===== src/rtl/prog_uart_tx_pkg.sv =====
// rtl/prog_uart_tx_pkg.sv - shared types and constants for prog_uart_tx; PROG_UART_TX_PARITY_EN adds the PARITY state
package prog_uart_pkg;

    typedef enum logic [2:0] {
        ST_IDLE,
        ST_START,
        ST_DATA,
`ifdef PROG_UART_TX_PARITY_EN
        ST_PARITY,
`endif
        ST_STOP
    } tx_state_t;

    localparam int CPB_MIN        = 2;
    localparam int FRAME_BITS_8N1 = 10;
    localparam int FRAME_BITS_8E1 = 11;

endpackage


===== src/rtl/prog_uart_tx_if.sv =====
// rtl/prog_uart_tx_if.sv - byte push handshake between a producer and prog_uart_tx
interface prog_uart_tx_if #(
    parameter int DATA_W = 8
);
    logic [DATA_W-1:0] tx_data_i;
    logic              tx_valid_i;
    logic              tx_ready_o;

    modport master (output tx_data_i, output tx_valid_i, input tx_ready_o);
    modport slave  (input tx_data_i, input tx_valid_i, output tx_ready_o);
endinterface


===== src/rtl/prog_uart_tx_fifo.sv =====
// rtl/prog_uart_tx_fifo.sv - synchronous FIFO buffering bytes ahead of the UART shifter
module prog_uart_tx_fifo #(
    parameter int DATA_W = 8,
    parameter int DEPTH  = 4
) (
    input  logic                     clock,
    input  logic                     reset_n,
    input  logic                     push,
    input  logic [DATA_W-1:0]        push_data,
    input  logic                     pop,
    output logic [DATA_W-1:0]        pop_data,
    output logic                     full,
    output logic                     empty,
    output logic [$clog2(DEPTH):0]   count
);

    localparam int AW = $clog2(DEPTH);

    logic [DATA_W-1:0] mem [DEPTH];
    logic [AW-1:0]     wr_ptr;
    logic [AW-1:0]     rd_ptr;
    logic              push_ok;
    logic              pop_ok;

    assign full     = (count == (AW+1)'(DEPTH));
    assign empty    = (count == '0);
    // A full FIFO refuses a push even when a pop frees a slot on the same edge.
    assign push_ok  = push && !full;
    assign pop_ok   = pop && !empty;
    assign pop_data = mem[rd_ptr];

    always_ff @(posedge clock) begin
        if (push_ok) begin
            mem[wr_ptr] <= push_data;
        end
    end

    always_ff @(posedge clock or negedge reset_n) begin
        if (!reset_n) begin
            wr_ptr <= '0;
            rd_ptr <= '0;
            count  <= '0;
        end else begin
            if (push_ok) begin
                wr_ptr <= wr_ptr + 1'b1;
            end
            if (pop_ok) begin
                rd_ptr <= rd_ptr + 1'b1;
            end
            case ({push_ok, pop_ok})
                2'b10:   count <= count + 1'b1;
                2'b01:   count <= count - 1'b1;
                default: count <= count;
            endcase
        end
    end

endmodule


===== src/rtl/prog_uart_tx.sv =====
// rtl/prog_uart_tx.sv - buffered 8N1 UART transmitter; define PROG_UART_TX_PARITY_EN for an even parity bit
module prog_uart_tx
    import prog_uart_pkg::*;
#(
    parameter int DATA_W     = 8,
    parameter int FIFO_DEPTH = 4,
    parameter int CPB_W      = 16
) (
    input  logic                        clock,
    input  logic                        reset_n,
    input  logic [CPB_W-1:0]            clk_per_bit,
    prog_uart_tx_if.slave               bus,
    output logic                        tx_o,
    output logic                        busy_o,
    output logic [$clog2(FIFO_DEPTH):0] fifo_count_o
);

    localparam int BIT_W = $clog2(DATA_W);

    tx_state_t         state_q, state_d;
    logic [CPB_W-1:0]  baud_q, baud_d;
    logic [CPB_W-1:0]  lat_cpb_q, lat_cpb_d;
    logic [BIT_W-1:0]  bit_q, bit_d;
    logic [DATA_W-1:0] shift_q, shift_d;
    logic              tx_q, tx_d;
    logic              load;
    logic              baud_wrap;
    logic              last_bit;
    logic              fifo_full;
    logic              fifo_empty;
    logic [DATA_W-1:0] fifo_head;
`ifdef PROG_UART_TX_PARITY_EN
    logic              parity_q, parity_d;
`endif

    prog_uart_tx_fifo #(
        .DATA_W (DATA_W),
        .DEPTH  (FIFO_DEPTH)
    ) u_fifo (
        .clock     (clock),
        .reset_n   (reset_n),
        .push      (bus.tx_valid_i),
        .push_data (bus.tx_data_i),
        .pop       (load),
        .pop_data  (fifo_head),
        .full      (fifo_full),
        .empty     (fifo_empty),
        .count     (fifo_count_o)
    );

    assign bus.tx_ready_o = !fifo_full;
    assign busy_o         = (state_q != ST_IDLE) || (fifo_count_o != '0);
    assign tx_o           = tx_q;
    assign baud_wrap      = (baud_q == lat_cpb_q - 1'b1);
    assign last_bit       = (bit_q == BIT_W'(DATA_W - 1));

    always_ff @(posedge clock or negedge reset_n) begin
        if (!reset_n) begin
            state_q <= ST_IDLE;
        end else begin
            state_q <= state_d;
        end
    end

    always_comb begin
        state_d = state_q;
        case (state_q)
            ST_IDLE:   if (!fifo_empty) state_d = ST_START;
            ST_START:  if (baud_wrap) state_d = ST_DATA;
`ifdef PROG_UART_TX_PARITY_EN
            ST_DATA:   if (baud_wrap && last_bit) state_d = ST_PARITY;
            ST_PARITY: if (baud_wrap) state_d = ST_STOP;
`else
            ST_DATA:   if (baud_wrap && last_bit) state_d = ST_STOP;
`endif
            ST_STOP:   if (baud_wrap) state_d = fifo_empty ? ST_IDLE : ST_START;
            default:   state_d = ST_IDLE;
        endcase
    end

    always_comb begin
        load      = 1'b0;
        tx_d      = tx_q;
        shift_d   = shift_q;
        bit_d     = bit_q;
        lat_cpb_d = lat_cpb_q;
        baud_d    = (state_q == ST_IDLE || baud_wrap) ? '0 : baud_q + 1'b1;
`ifdef PROG_UART_TX_PARITY_EN
        parity_d  = parity_q;
`endif
        if (state_q == ST_IDLE) begin
            load = !fifo_empty;
        end else if (baud_wrap) begin
            case (state_q)
                ST_START: tx_d = shift_q[0];
                ST_DATA: begin
                    if (last_bit) begin
                        bit_d = '0;
`ifdef PROG_UART_TX_PARITY_EN
                        tx_d  = parity_q;
`else
                        tx_d  = 1'b1;
`endif
                    end else begin
                        bit_d   = bit_q + 1'b1;
                        shift_d = shift_q >> 1;
                        tx_d    = shift_q[1];
                    end
                end
                ST_STOP: begin
                    load = !fifo_empty;
                    tx_d = 1'b1;
                end
                default: tx_d = 1'b1;
            endcase
        end
        // Popping the next byte overrides everything: start bit goes out on this edge.
        if (load) begin
            tx_d      = 1'b0;
            shift_d   = fifo_head;
            bit_d     = '0;
            baud_d    = '0;
            lat_cpb_d = (clk_per_bit < CPB_W'(CPB_MIN)) ? CPB_W'(CPB_MIN) : clk_per_bit;
`ifdef PROG_UART_TX_PARITY_EN
            parity_d  = ^fifo_head;
`endif
        end
    end

    always_ff @(posedge clock or negedge reset_n) begin
        if (!reset_n) begin
            baud_q    <= '0;
            lat_cpb_q <= CPB_W'(CPB_MIN);
            bit_q     <= '0;
            shift_q   <= '0;
            tx_q      <= 1'b1;
`ifdef PROG_UART_TX_PARITY_EN
            parity_q  <= 1'b0;
`endif
        end else begin
            baud_q    <= baud_d;
            lat_cpb_q <= lat_cpb_d;
            bit_q     <= bit_d;
            shift_q   <= shift_d;
            tx_q      <= tx_d;
`ifdef PROG_UART_TX_PARITY_EN
            parity_q  <= parity_d;
`endif
        end
    end

endmodule


===== src/flat_wrapper.sv =====
// flat-port wrapper written by rule: the top's interface ports become plain ports
module prog_uart_tx_flat import prog_uart_pkg::*;
#(
    parameter int DATA_W     = 8,
    parameter int FIFO_DEPTH = 4,
    parameter int CPB_W      = 16
)
  (clock, reset_n, clk_per_bit, tx_o, busy_o, fifo_count_o, bus_tx_data_i, bus_tx_valid_i, bus_tx_ready_o);
  prog_uart_tx_if #(.DATA_W(DATA_W)) bus_i ();
  input  logic clock;
  input  logic reset_n;
  input  logic [CPB_W-1:0] clk_per_bit;
  output logic tx_o;
  output logic busy_o;
  output logic [$clog2(FIFO_DEPTH):0] fifo_count_o;
  input wire logic [$bits(bus_i.tx_data_i)-1:0] bus_tx_data_i;
  input wire logic [$bits(bus_i.tx_valid_i)-1:0] bus_tx_valid_i;
  output wire logic [$bits(bus_i.tx_ready_o)-1:0] bus_tx_ready_o;
  assign bus_i.tx_data_i = bus_tx_data_i;
  assign bus_i.tx_valid_i = bus_tx_valid_i;
  assign bus_tx_ready_o = bus_i.tx_ready_o;
  prog_uart_tx #(.DATA_W(DATA_W), .FIFO_DEPTH(FIFO_DEPTH), .CPB_W(CPB_W)) u_core (.clock(clock), .reset_n(reset_n), .clk_per_bit(clk_per_bit), .bus(bus_i), .tx_o(tx_o), .busy_o(busy_o), .fifo_count_o(fifo_count_o));
endmodule

===== config.mk =====
export PLATFORM = sky130hd
export DESIGN_NAME = prog_uart_tx_flat
export DESIGN_NICKNAME = d
export VERILOG_FILES = /design/src/rtl/prog_uart_tx_pkg.sv /design/src/rtl/prog_uart_tx_if.sv /design/src/rtl/prog_uart_tx_fifo.sv /design/src/rtl/prog_uart_tx.sv /design/src/flat_wrapper.sv
export SDC_FILE = /design/constraint.sdc
export NUM_CORES = 1
export LEC_CHECK = 0
export ABC_CLOCK_PERIOD_IN_PS = 4300
export BUFFER_PORTS_ARGS = -buffer_cell sky130_fd_sc_hd__buf_2
export CAP_MARGIN = 20
export CORE_MARGIN = 8
export CORE_UTILIZATION = 30
export DETAILED_ROUTE_END_ITERATION = 7
export GPL_ROUTABILITY_DRIVEN = 0
export PLACE_DENSITY = 0.54
export SYNTH_ARGS = -nofsm -noshare
export SYNTH_HDL_FRONTEND = slang
export SYNTH_SLANG_ARGS = --single-unit
export TNS_END_PERCENT = 100

===== constraint.sdc =====
create_clock -name clock -period 4.3 [get_ports clock]
set_clock_uncertainty 0.05 [all_clocks]
set_input_delay 1.29 -clock clock [delete_from_list [all_inputs] [get_ports clock]]
set_output_delay 1.29 -clock clock [all_outputs]
set_load 0.01 [all_outputs]

# Word-level counts from Yosys, hierarchy flattened
# Memory sizes are Yosys's and may differ from the RTL's.
# Index checks and enable logic that the tools add are counted.
# totals
reg_bits,54
ram_bits,32
word_cells,80
memories,1
# classes
add_sub_neg,7
order_cmp,1
eq_ne,14
muxes,30
n_reduce_logical,18
# memory_table
name,depth,width,rd,rd_ports_with_merged_regs,write_ports,line,text
u_core.u_fifo.mem,4,8,1,0,1,prog_uart_tx_fifo.sv:19,logic [DATA_W-1:0] mem [DEPTH];
# ops
cell,count
$mux 16,3
$mux 8,5
$mux 3,9
$add 16x1->16 const B,1
$eq 16x16->1,1
$lt 16x2->1 const B,1
$sub 16x1->16 const B,1
$pmux 3 s4,1
$mux 1,10
$reduce_and 4->1,2
$add 3x1->3 const B,2
$eq 3x2->1 const B,2
$eq 3x3->1 const B,2
$logic_not 3->1,2
$ne 2x1->1 const B,3
$ne 2x2->1 const B,3
$pmux 3 s2,1
$reduce_bool 2->1,3
$reduce_bool 3->1,2
$add 2x1->2 const B,2
$eq 3x1->1 const B,1
$logic_and 1x1->1,3
$reduce_and 3->1,1
$sub 3x1->3 const B,1
6 further kinds,8

# Depth between registers and ports, before layout
# Gate-level depths: netlist of the first run.
# logic_depth
depth_word,8
mapped_depth,17
mapped_depth_nobuf,15

# Cells and area by module
# A second synthesis of the first run with hierarchy kept.
# unflattened
cells_unflattened,358
hier_area_um2,4454.3
# modules_own_cells
mod,n_inst,cells_per_inst,area_per_inst_um2,seq_area_each_um2
prog_uart_tx,1,279,2861.5,1153.6
prog_uart_tx_fifo,1,79,1592.8,1136.1

# Least setup slack after synthesis of the first run
# OpenSTA, ideal clock, no wires.
# synth_timing
path_type,register to register
from,register u_core.lat_cpb_q[0]
to,register u_core.u_fifo.count[2]
setup_ps,79
t_arrival_ps,3856
setup_slack_ps,315
stages_incl_launch_ff,18
path_cell_list,dfrtp_1 > inv_1 > ha_1 > or4b_4 > buf_6 > nor4_2 > mux2_2 > o21ai_1 > o2111ai_4 > o31ai_2 > and2_1 > buf_2 > ha_1 > inv_1 > fa_1 > xor2_1 > nor2_1 > xor2_1
# synth_via
elab_chain_cells,7
elab_cells_between_ends,9
# synth_lines
element,line,text
from (decl),prog_uart_tx.sv:22,"logic [CPB_W-1:0] lat_cpb_q, lat_cpb_d;"
from (signal assigned),prog_uart_tx.sv:133,lat_cpb_q <= CPB_W'(CPB_MIN);
from (signal assigned),prog_uart_tx.sv:142,lat_cpb_q <= lat_cpb_d;
$sub 16x1->16 *,prog_uart_tx.sv:54,assign baud_wrap = (baud_q == lat_cpb_q - 1'b1);
$eq 16x16->1 *,prog_uart_tx.sv:54,
$mux 1 *,prog_uart_tx.sv:93,end else if (baud_wrap) begin
$mux 1 *,prog_uart_tx.sv:91,if (state_q == ST_IDLE) begin
$logic_and 1x1->1 *,prog_uart_tx_fifo.sv:29,assign pop_ok = pop && !empty;
via u_core.u_fifo.pop_ok,prog_uart_tx_fifo.sv:23,logic pop_ok;
$eq 2x1->1 / $eq 2x2->1 (equally long branches),prog_uart_tx_fifo.sv:50,"case ({push_ok, pop_ok})"
$pmux 3 s2 / $reduce_bool 2->1 (equally long branches),--,
to (signal assigned),prog_uart_tx_fifo.sv:51,2'b10: count <= count + 1'b1;
to (signal assigned),prog_uart_tx_fifo.sv:52,2'b01: count <= count - 1'b1;
to (signal assigned),prog_uart_tx_fifo.sv:53,default: count <= count;
to (decl),prog_uart_tx_fifo.sv:14,output logic [$clog2(DEPTH):0] count
# Mark *: on every way through the listed nets, which the timed path passes. The rest lies on a longest branch.
# A chain may end at the register's enable or synchronous reset.

# Worst setup path in the final report of the first run
# layout_timing
from,register u_core.lat_cpb_q[0]
to,register u_core.u_fifo.count[2]
# layout_via
elab_chain_cells,7
elab_cells_between_ends,9
# layout_lines
element,line
$sub 16x1->16 *,prog_uart_tx.sv:54
$eq 16x16->1 *,prog_uart_tx.sv:54
$mux 1 *,prog_uart_tx.sv:93
$mux 1 *,prog_uart_tx.sv:91
$logic_and 1x1->1 *,prog_uart_tx_fifo.sv:29
$eq 2x1->1 / $eq 2x2->1 (equally long branches),prog_uart_tx_fifo.sv:50
$pmux 3 s2 / $reduce_bool 2->1 (equally long branches),--
# Mark *: on every way between the ends. The rest lies on a longest branch, timed or not.

==> results.json, run 1 <==
{
  "cts_root_buf": "clkbuf_16",
  "start_util_pct": 30.4,
  "rr_endpoint": "u_core.u_fifo.count[2]",
  "wirelength_um": 9050,
  "crit_path_end_kind": "register",
  "ys_warn_count": 0,
  "wl_per_cell_um": 15.5,
  "place_inst": 566,
  "yosysMostFrequentCell": "dfrtp_1",
  "slew_viol_final": 0,
  "synth.distinct_cells": 61,
  "holdBufCountCts": 0,
  "final-setup-viol-count": 0,
  "grt_max_degree": 42,
  "htree_levels": 3,
  "finalPower_w": 0.00320,
  "viasPerCell": 4.82,
  "cp.required_ns": 4.50,
  "rows": 44,
  "clk_pin_slew_ns": 0.06,
  "clockPowerShare_pct": 21.2,
  "syn_area_um2": 4370,
  "via_count": 2806,
  "worstHoldPathCells": 2,
  "syn_area_per_cell_um2": 12.1,
  "nets": 434,
  "synth_ff_type": "dfrtp_1",
  "hp-start": "u_core.bit_q[1]",
  "dieWidth_um": 137,
  "fin_cells": 582,
  "synthTopCellsByCount": "dfrtp_1, edfxtp_1, nor2_1",
  "ys_top_cells_by_area": "dfrtp_1, edfxtp_1, mux4_2",
  "num_antenna_cells": 0,
  "critical_path_class": "reg -> reg",
  "post-route-period-util_pct": 92.6,
  "drive_gt1_share_pct": 20.6,
  "internal_power_w": 0.00202,
  "postRouteAntennaNets": 0,
  "ios": 33,
  "dpl.hpwl_um": 6730,
  "reg2reg_from": "u_core.lat_cpb_q[0]",
  "critPathMaxFanout": 6,
  "first_global_vias": 3058,
  "start_kind": "register",
  "max_freq_mhz": 251,
  "dieArea_um2": 18700,
  "status": "completed",
  "post_cts.repair.setup_buffers": 0,
  "core_um2": 14400,
  "drv_cap": 0,
  "min_to": "u_core.bit_q[1]",
  "post-route-drc-count": 0,
  "leakage_nw": 1.93,
  "fin_setup_tns_ns": 0,
  "clock_path_buffers": 2,
  "numClockSinks": 85,
  "finalHoldViolations": 0,
  "synth_edf_count": 32,
  "max_slew_margin_pct": 37.7,
  "tightest_slew_ns": 0.934,
  "grt_pass1_wl_um": 15400,
  "hold_path.class": "reg -> reg",
  "crit_arrival_ns": 4.18,
  "seq_area_frac_synth_pct": 52.4,
  "yosysTopAreaCellShare_pct": 29.2,
  "reg2reg_depth": 15,
  "r2r_slack_ns": 0.32,
  "peakVddDrop_v": 0.000301,
  "rsz0062_at_grt": "no",
  "seqPwrFrac_pct": 43.1,
  "cts_tree": "yes",
  "async_flop_share_pct": 62.4,
  "area_delta_synth_final_pct": 13.7,
  "synth.net_count": 401,
  "comb_power_share_pct": 35.7,
  "synth_seq_cells": 85,
  "synth_cells": 360,
  "netSwitchingFraction_pct": 36.8,
  "io_buffer_count": 32,
  "gr-usage-all-layers_pct": 10.6,
  "die_h_um": 137,
  "cts_made_buffers": 9,
  "grt_overflow": 0,
  "powerDensity_nw_per_um2": 645,
  "post_cts_resized": 0,
  "p_switching_w": 0.00118,
  "drt_iter0_drc": 101,
  "antenna_found_initial": 0,
  "yosysTopAreaCell": "dfrtp_1",
  "min_period_ns": 3.98,
  "first_pass_iters": 4,
  "clk-insertion-delay-late_ns": 0.33
}
-- cells by family after synthesis --
group,count (synthesis),synth area share (%)
buffers and inverters,31,3.26
AOI/OAI and AO/OA,46,7.76
DFF,85,52.4
xor gates and xnor gates,35,7.01
muxes,37,11.2
and+or+nand+nor,112,14.2
adders and majority gates,14,4.18
-- per-layer routing --
metal  part of all wire (%)  up-vias  global-route usage (%)
met5                      0        -                       0
met4                    2.2        0                    5.13
met3                    2.7       14                    1.80
met2                     51       41                    18.4
met1                     44     1365                    12.4
li1                       -     1386                       -
-- sequential cells by signal (all words and copies together), names as in the netlist --
| register | flops |
|---|---|
| u_core.u_fifo.mem | 32 |
| u_core.baud_q | 16 |
| u_core.lat_cpb_q | 16 |
| u_core.shift_q | 8 |
| u_core.bit_q | 3 |
| u_core.u_fifo.count | 3 |
| u_core.state_q | 2 |
| u_core.u_fifo.rd_ptr | 2 |
| u_core.u_fifo.wr_ptr | 2 |
| u_core.tx_o | 1 |
-- critical path, cell delays in order, from the launching register on --
cell and delay, ns:
dfrtp_1 0.42, inv_1 0.09, ha_1 0.25, or4b_4 0.54, nor4_2 0.22, mux2_2 0.37
o21ai_1 0.20, o2111ai_4 0.22, o31ai_2 0.31, and2_1 0.19, ha_1 0.19, inv_1 0.06
fa_1 0.37, xor2_1 0.15, nor2_1 0.11, xor2_1 0.15
-- how the worst max path moves through the flow --
stage	start	endpoint	cells after the start
after floorplan	u_core.lat_cpb_q[0]	u_core.u_fifo.count[2]	17
after CTS	u_core.lat_cpb_q[0]	u_core.u_fifo.count[2]	15
after global placement	u_core.lat_cpb_q[0]	u_core.u_fifo.count[2]	15
after detailed placement	u_core.lat_cpb_q[0]	u_core.u_fifo.count[2]	15
final	u_core.lat_cpb_q[0]	u_core.u_fifo.count[2]	15
after global routing	u_core.lat_cpb_q[0]	u_core.u_fifo.count[2]	15
-- layout by cell type, fill, tap and decap left out, types with 14 or more instances in the layout --
cell type,n
nor2_1,28
dfrtp_1,51
nand3_1,21
xor2_1,19
inv_1,17
xnor2_1,16
edfxtp_1,32
nand2_1,17
mux2_2,14
buf_2,32
-- area by class of cell --
| class | instances | area, um^2 |
|---|---|---|
| Clock buffer | 13 | 240 |
| Clock inverter | 3 | 15.0 |
| Fill cell | 1409 | 9400 |
| Inverter | 17 | 63.8 |
| Multi-Input combinational cell | 244 | 1940 |
| Sequential cell | 85 | 2290 |
| Tap cell | 184 | 230 |
| Timing Repair Buffer | 36 | 190 |
-- through the flow --
step | util (%) | hold WS, ns | setup WS, ns | instance area, um^2
after floorplan | - | 0.440 | 0.315 | 4370
after detailed placement | 32.8 | 0.468 | 0.326 | 4710
final | 34.6 | 0.476 | 0.320 | 4970
after global routing | 34.6 | 0.514 | 0.00981 | 4970
after global placement | 32.8 | 0.460 | 0.391 | 4710
after CTS | 34.6 | 0.476 | 0.285 | 4970
-- power by group through the flow --
stage	registers, W	clock network (W)	logic (W)
final	0.00138	0.000679	0.00114
after global placement	0.00139	0	0.00114
after floorplan	0.00125	0	0.00101
after detailed placement	0.00140	0	0.00116
after CTS	0.00139	0.000701	0.00116
after global routing	0.00143	0.000734	0.00128
No activity file was read; power rests on OpenSTA's default activity.
==> run 2, diff against run 1 <==
--- a/config.mk
+++ b/config.mk
@@ -13,6 +13,7 @@
 export DETAILED_ROUTE_END_ITERATION = 7
 export GPL_ROUTABILITY_DRIVEN = 0
 export PLACE_DENSITY = 0.54
+export RECOVER_POWER = 100
 export SYNTH_ARGS = -nofsm -noshare
 export SYNTH_HDL_FRONTEND = slang
 export SYNTH_SLANG_ARGS = --single-unit
==> run 2 against run 1 <==
Against the previous run: the run now ends with max-capacitance violations, max-slew violations left; core utilization decreased by 0.24 points; sequential power about the same; cell area fell by 0.68%; first-iteration DRC count decreased by 7.9%; non-clock buffer count is the same; flip-flop and latch count stayed put; count of clock-buffer cells in the layout stayed put; via count is 1.0% higher; global-route usage unchanged; cell count did not move; power decreased by 0.75%; register-to-register slack about the same; critical endpoint is now u_core.lat_cpb_q[13].
==> results.json, run 2 (synthesis gave the netlist of run 1 again) <==
{
  "path_delay_family": "simple AND/OR/NAND/NOR gates",
  "hp-start": "u_core.bit_q[1]",
  "clk-insertion-delay-late_ns": 0.33,
  "regMostFlops": "u_core.u_fifo.mem",
  "slowest_delay_ns": 0.59,
  "gr-max-usage-layer": "met2",
  "post_cts_resized": 0,
  "crit_path_end_kind": "register",
  "tightest_slew_ns": 2.22,
  "num_antenna_cells": 0,
  "place_inst": 566,
  "final-setup-viol-count": 0,
  "holdBufCountCts": 0,
  "crit_path_start": "u_core.lat_cpb_q[0]",
  "met3_usage_pct": 1.80,
  "wl_per_cell_um": 15.6,
  "max_slew_margin_pct": -48.0,
  "first_pass_iters": 4,
  "drive_gt1_share_pct": 15.8,
  "grt_max_degree": 42,
  "cp.required_ns": 4.47,
  "viasPerCell": 4.87,
  "final_cell_mix": "dfrtp_1, edfxtp_1, nor2_1",
  "post-route-drc-count": 0,
  "layout_commonest_cell": "dfrtp_1",
  "largest_register_ffs": 32,
  "gr-usage-all-layers_pct": 10.6,
  "n_fill_cell": 1415,
  "slew_viol_final": 42,
  "fin_setup_tns_ns": 0,
  "min_period_ns": 3.98,
  "cpMostUsedCell": "mux2_2",
  "rows": 44,
  "clock_path_buffers": 2,
  "start_kind": "register",
  "grtUsageMet1_pct": 12.4,
  "hold_path.class": "reg -> reg",
  "powerDensity_nw_per_um2": 644,
  "numClockSinks": 85,
  "crit_arrival_ns": 4.15,
  "dieArea_um2": 18700,
  "start_util_pct": 30.4,
  "crit_path_cell_trace": "inv_1, ha_1, or4b_4, nor4_2, mux2_2, o21ai_1, o2111ai_4, o31ai_2, and2_1, clkbuf_2, mux2_2",
  "drv_cap": 1,
  "postRouteAntennaNets": 0,
  "antenna_found_initial": 0,
  "clk_pin_slew_ns": 0.06,
  "use_met2_pct": 18.4,
  "first_global_vias": 3058,
  "reg2reg_from": "u_core.lat_cpb_q[0]",
  "violations": "max-capacitance violations, max-slew violations",
  "die_h_um": 137,
  "grt_overflow": 0,
  "io_buffer_count": 32,
  "dieWidth_um": 137,
  "nets": 434,
  "core_um2": 14400,
  "cts_tree": "yes",
  "leakage_nw": 1.87,
  "post_cts.repair.setup_buffers": 0,
  "cp.buffers_inverters": 2,
  "peakVddDrop_v": 0.000300,
  "ios": 33,
  "finalHoldViolations": 0,
  "wirelength_um": 9090,
  "critPathMaxFanout": 29,
  "cts_root_buf": "clkbuf_16",
  "max_freq_mhz": 251,
  "rsz0062_at_grt": "no",
  "area_delta_synth_final_pct": 12.9,
  "htree_levels": 3,
  "fin_cells": 582,
  "via_count": 2835,
  "status": "finished, violations left",
  "reg.largest.list": "u_core.u_fifo.mem (32), u_core.baud_q (16), u_core.lat_cpb_q (16)",
  "dpl.hpwl_um": 6730,
  "cts_made_buffers": 9,
  "post-route-period-util_pct": 92.6,
  "design_area_um2": 4930,
  "critPathSlowestCell": "clkbuf_2",
  "worst_slack_ns": 0.318,
  "drt_iter0_drc": 93,
  "critical_path_class": "reg -> reg",
  "grt_pass1_wl_um": 15400,
  "place_area_um2": 4710,
  "finish.utilization_pct": 34.3,
  "place_ws_ns": 0.326
}
==> run 2: cell types whose count changed in the layout (fill, tap and decap cells not counted), sizes merged <==
cell,change
clkbuf,+20
buf,-20
==> run 2: layout make-up <==
cell class | instances | area (um^2) | share of cell area [%]
clock inverter | 3 | 15.0 | 0.304
tap | 184 | 230 | 4.67
timing repair buffer | 36 | 156 | 3.17
sequential | 85 | 2290 | 46.4
clock buffer | 13 | 240 | 4.87
multi-input combinational | 244 | 1940 | 39.3
inverter | 17 | 63.8 | 1.29
==> run 2: layer usage <==
layer  part of all wire [%]  vias up
li1                       -     1387
met1                     44     1402
met2                     52       36
met3                    2.7       10
met4                    1.8        0
met5                      0        -
==> run 2: final timing paths <==
path                                     endpoint  slack, ns  depth (start not counted)
setup / recovery             u_core.lat_cpb_q[13]       0.32                         11
hold / removal                    u_core.bit_q[1]       0.48                          2
setup reg to reg             u_core.lat_cpb_q[13]       0.32                         11
hold reg to reg                   u_core.bit_q[1]       0.48                          2
max in group asynchronous  u_core.u_fifo.count[1]       1.11                          2
min in group asynchronous     u_core.lat_cpb_q[4]       1.55                          1
==> run 2: metrics by stage <==
step | hold slack [ns] | power, W
floorplan | 0.440 | 0.00225
global placement | 0.460 | 0.00253
detailed placement | 0.468 | 0.00256
CTS | 0.476 | 0.00325
global route | 0.518 | 0.00342
finish | 0.478 | 0.00318
==> run 2: power by group <==
part	total [W]	internal (W)	switching (W)
sequential	0.00138	0.00110	0.000283
combinational	0.00112	0.000516	0.000603
clock	0.000679	0.000389	0.000290
==> run 2: tightest hold or removal path: cells and delay by family, from the launching register on <==
| kind | cells | cell delay [ns] |
|---|---|---|
| flip-flops | 1 | 0.34 |
| AND/OR/NAND/NOR | 1 | 0.08 |
| multiplexers | 1 | 0.07 |
